### src/rtl/dmem_arbiter.sv
// dmem_arbiter: round-robin arbiter letting two ports share one data memory, one access per two cycles
module dmem_arbiter #(
    parameter int DEPTH = 128
) (
    input  logic        clock_in,
    input  logic        reset,
    input  logic        a_req,
    input  logic        a_we,
    input  logic [31:0] a_addr,
    input  logic [31:0] a_wdata,
    output logic        a_gnt,
    output logic        a_rvalid,
    input  logic        b_req,
    input  logic        b_we,
    input  logic [31:0] b_addr,
    input  logic [31:0] b_wdata,
    output logic        b_gnt,
    output logic        b_rvalid,
    output logic [31:0] rdata,
    output logic        err,
    output logic [31:0] mem_address,
    output logic        mem_memWrite,
    output logic        mem_memRead,
    output logic [31:0] mem_writeData,
    input  logic [31:0] mem_readData
);
    typedef enum logic {IDLE, ACCESS} state_t;
    localparam logic [29:0] DEPTH_W = 30'(DEPTH);
    state_t      state_q, state_d;
    logic        last_b_q, last_b_d;
    logic        port_b_q, port_b_d;
    logic        we_q, we_d;
    logic [31:0] addr_q, addr_d;
    logic [31:0] wdata_q, wdata_d;
    logic [31:0] rdata_q, rdata_d;
    logic        a_rvalid_q, a_rvalid_d;
    logic        b_rvalid_q, b_rvalid_d;
    logic        err_q, err_d;
    logic        idle, access, in_range, hit, rd_done;
    always_comb begin
        idle          = reset && state_q == IDLE;
        access        = state_q == ACCESS;
        in_range      = addr_q[31:2] < DEPTH_W;
        hit           = access && in_range;
        rd_done       = access && !we_q;
        a_gnt         = idle && a_req && (!b_req || last_b_q);
        b_gnt         = idle && b_req && (!a_req || !last_b_q);
        state_d       = (a_gnt || b_gnt) ? ACCESS : IDLE;
        last_b_d      = a_gnt ? 1'b0 : b_gnt ? 1'b1 : last_b_q;
        port_b_d      = (a_gnt || b_gnt) ? b_gnt : port_b_q;
        we_d          = a_gnt ? a_we : b_gnt ? b_we : we_q;
        addr_d        = a_gnt ? a_addr : b_gnt ? b_addr : addr_q;
        wdata_d       = a_gnt ? a_wdata : b_gnt ? b_wdata : wdata_q;
        rdata_d       = rd_done ? (in_range ? mem_readData : 32'd0) : rdata_q;
        a_rvalid_d    = rd_done && !port_b_q;
        b_rvalid_d    = rd_done && port_b_q;
        err_d         = access && !in_range;
        mem_memWrite  = hit && we_q;
        mem_memRead   = hit && !we_q;
        mem_address   = hit ? addr_q : 32'd0;
        mem_writeData = hit ? wdata_q : 32'd0;
        rdata         = rdata_q;
        a_rvalid      = a_rvalid_q;
        b_rvalid      = b_rvalid_q;
        err           = err_q;
    end
    always_ff @(posedge clock_in or negedge reset) begin
        if (!reset) begin
            state_q    <= IDLE;
            last_b_q   <= 1'b1;
            port_b_q   <= 1'b0;
            we_q       <= 1'b0;
            addr_q     <= 32'd0;
            wdata_q    <= 32'd0;
            rdata_q    <= 32'd0;
            a_rvalid_q <= 1'b0;
            b_rvalid_q <= 1'b0;
            err_q      <= 1'b0;
        end else begin
            state_q    <= state_d;
            last_b_q   <= last_b_d;
            port_b_q   <= port_b_d;
            we_q       <= we_d;
            addr_q     <= addr_d;
            wdata_q    <= wdata_d;
            rdata_q    <= rdata_d;
            a_rvalid_q <= a_rvalid_d;
            b_rvalid_q <= b_rvalid_d;
            err_q      <= err_d;
        end
    end
endmodule

### config.mk
export PLATFORM = sky130hd
export DESIGN_NAME = dmem_arbiter
export DESIGN_NICKNAME = d
export VERILOG_FILES = /design/src/rtl/dmem_arbiter.sv
export SDC_FILE = /design/constraint.sdc
export NUM_CORES = 1
export LEC_CHECK = 0
export BUFFER_PORTS_ARGS = -buffer_cell sky130_fd_sc_hd__buf_2
export CORE_MARGIN = 5
export CORE_UTILIZATION = 30
export DETAILED_ROUTE_END_ITERATION = 10
export PLACE_DENSITY = 0.57
export SLEW_MARGIN = 30
export SYNTH_ARGS = -nofsm -noshare
export SYNTH_HDL_FRONTEND = slang
export SYNTH_SLANG_ARGS = --single-unit
### constraint.sdc
create_clock -name clock_in -period 4.1 [get_ports clock_in]
set_input_delay 0.41 -clock clock_in [delete_from_list [all_inputs] [get_ports clock_in]]
set_output_delay 0.41 -clock clock_in [all_outputs]
set_load 0.02 [all_outputs]
==> run_results.csv <==
group,metric,value,unit
outcome,status,"finished clean",
clock_tree,cts_htree_levels,3,
critical_path,timing.critical_path.cells,"nor4_4 > buf_4 > nand2_2 > buf_4 > nor3_1 > buf_2",
clock_tree,cts-buffers-inserted,9,
floorplan,ioPinCount,269,
clock_tree,worst_setup_hold_path_clk_slew,0.08,ns
floorplan,floorplan.rows,51,
power,power-per-cell-area,426,nW/um^2
cells_and_area,final-instance-count-excl-fill,1135,
timing,hold-worst-slack,0.296,ns
clock_tree,postcts_resize_cnt,0,
power,power.leakage,3.17,nW
global_route,antenna_violations_before_repair,1,
timing,maxSlewViolCount,0,
cells_and_area,final.fill_count,2029,
critical_path,timing.critical_path.mode_cell,"sky130_fd_sc_hd__buf_4",
critical_path,critical-path-slowest-cell,"sky130_fd_sc_hd__dfrtp_1",
detailed_routing,route.final.wire_length,20300,microns
global_route,grt_overflow,0,
global_route,wire_length_of_the_first_global_routing_pass,31900,microns
cells_and_area,multi_input_area,2920,sq um
detailed_routing,drt-pass1-iter-count,5,
cells_and_area,regArea,2580,sq um
cells_and_area,layout_common_cells,"sky130_fd_sc_hd__buf_2 (244), sky130_fd_sc_hd__dfrtp_1 (101), sky130_fd_sc_hd__nor3_1 (79)",
yosys,most_used_flip_flop_cell_after_synthesis,"sky130_fd_sc_hd__dfrtp_1",
yosys,syn_inst,680,
cells_and_area,mostFrequentLayoutCell,"sky130_fd_sc_hd__buf_2",
clock_tree,clock_tree.root_cell,"sky130_fd_sc_hd__clkbuf_16",
cells_and_area,num-nets-final,1030,
yosys,synth.yosys.seq_area_share,0.434,
floorplan,start_util,0.306,
floorplan,dieHeight,151,microns
critical_path,path_delay_family,"buffers and inverters",
yosys,avg_synthesized_cell_area,8.75,sq um
timing,worst_pin_slew,0.830,ns
critical_path,critical_path_peak_fanout,44,
yosys,yosys_warnings,0,
detailed_routing,detailroute.via_count,5961,
timing,totalNegativeSetupSlack,0,ns
clock_tree,cts.sink_count,103,
floorplan,die-width,151,microns
critical_path,worst_ep_arrival_time,2.29,ns
clock_tree,cts.path.max_buffers,2,
worst_hold_path,worstHoldPathType,"input pin to flop",
timing,fin_skew,0.00941,ns
critical_path,timing.critical_path.required,3.69,ns
detailed_routing,drt.antenna.violating_nets,0,
floorplan,die_outline_area,22700,sq um
global_route,grt_max_degree,96,
yosys,synth_edf_count,0,
timing,post-route-period-util,0.660,
timing,fmax,0.370,GHz
place,placement.io_buffers,245,
detailed_routing,avg_wl_per_cell,17.9,microns
global_route,grt_util_all_layers,0.174,
place,dp_cells,1117,
timing,min_period,2.70,ns
detailed_routing,first_iter_violations,221,
clock_tree,cts.hold.buffers_added,1,
critical_path,critPathMaxStageDelay,0.41,ns
yosys,postSynthRegisterBits,103,
critical_path,path_class,"flop to output port",
place,dp.final_hpwl,13600,microns
yosys,number_of_distinct_library_cells_after_synthesis,30,
yosys,synth_async_sr_flop_share,1.00,
detailed_routing,drc,0,
critical_path,cp.buffers_inverters,3,
power,ir_drop,0.193,mV
cells_and_area,final_layout_size_suffix_gt1_frac,0.366,
clock_tree,cts_post_setup_buffers_inserted,0,
critical_path,crit_path_start_kind,"flop",
power,totalPowerFinal,3.20,mW
global_route,via_count_of_the_first_global_routing_pass,5963,
yosys,total_standard_cell_area_after_synthesis,5950,sq um
floorplan,fp.coreArea,19500,sq um
cells_and_area,layout-area-overhead-vs-synth,26.4,%
critical_path,worst_setup_path_end_kind,"output port",
timing,hold_fails_final_rpt,0,
timing,max-slew-margin-rel,0.446,
run,maxCapViolations,0,
timing,rsz0062_at_grt,"no",
place,gp_congestion,0.789,
clock_tree,worst_skew_pair.late_latency,0.35,ns
detailed_routing,detail_route.vias_per_cell,5.25,
clock_tree,tritoncts,"yes",
timing,setup_viol,0,
kinds of logic (layout without fill, tap and decap cells):
family	after synthesis	count (layout)	synth area share
other	1	24	0.000631
buffers and inverters	112	279	0.0938
and+or+nand+nor	296	296	0.314
AOI/OAI and AO/OA	168	168	0.158
DFF	103	103	0.434
final timing paths:
path                                        start                      end  slack (ns)  cells after the start
max in group asynchronous                   reset    rdata[13]$_DFFE_PN0P_        2.45                      3
setup / recovery           addr_q[26]$_DFFE_PN0P_         mem_writeData[3]        1.40                      6
hold reg to reg              port_b_q$_DFFE_PN0P_       a_rvalid$_DFF_PN0_        0.47                      1
min in group asynchronous                   reset  wdata_q[24]$_DFFE_PN0P_        0.54                      2
hold / removal                    mem_readData[0]     rdata[0]$_DFFE_PN0P_        0.30                      3
setup reg to reg                 access$_DFF_PN0_   addr_q[11]$_DFFE_PN0P_        2.15                      4
registers in the layout (all words and copies together) (netlist names):
signal    cells
addr_q       32
rdata        32
wdata_q      32
a_rvalid      1
access        1
b_rvalid      1
err           1
last_b_q      1
port_b_q      1
we_q          1
cells in the mapped netlist (all sizes together) (2+ instances only):
cell type | instances | area [sq um]
dfrtp | 102 | 2550
buf | 52 | 333
nand2b | 2 | 12.5
nand4b | 65 | 569
nor3 | 109 | 696
nor4 | 5 | 61.3
o21ai | 98 | 490
nand2 | 75 | 284
a31oi | 65 | 407
nand4 | 33 | 206
clkbuf | 59 | 221
a21o | 2 | 15.0
nor2b | 2 | 12.5
nor2 | 2 | 7.51
layer usage:
| layer | routed length, microns | GRT usage | part of all wire | vias up |
|---|---|---|---|---|
| met2 | 9560 | 0.278 | 0.47 | 214 |
| met4 | 337 | 0.0589 | 0.017 | 0 |
| met5 | 0 | 0 | 0 | - |
| met1 | 9060 | 0.240 | 0.45 | 2878 |
| li1 | - | - | - | 2849 |
| met3 | 1360 | 0.0281 | 0.067 | 20 |
stage by stage:
stage          instance area (sq um)  setup slack (ns)   util
2_1_floorplan                   6030              2.05      -
3_3_place_gp                    7190              1.79  0.369
3_5_place_dp                    7190              1.77  0.370
4_1_cts                         7520              1.38  0.386
5_1_grt                         7520              1.15  0.386
6_report                        7520              1.40  0.386
layout make-up:
cell class | count | area share
diodes | 1 | 0.000333
flip-flops and latches | 103 | 0.343
repair buffers | 262 | 0.181
well taps | 265 | 0.0441
multi-input cells | 487 | 0.389
clock inverters | 7 | 0.0118
clock buffers | 9 | 0.0300
inverters | 1 | 0.000499
tightest hold or removal path, stage by stage:
cell and delay [ns]:
sky130_fd_sc_hd__buf_2 0.10, sky130_fd_sc_hd__nand4_1 0.06, sky130_fd_sc_hd__o21ai_1 0.05
where the power goes:
part | switching [mW] | internal, mW
Clock | 0.431 | 0.490
Sequential | 0.163 | 1.27
Combinational | 0.534 | 0.316
Total | 1.13 | 2.07
(Power assumes the default switching activity.)
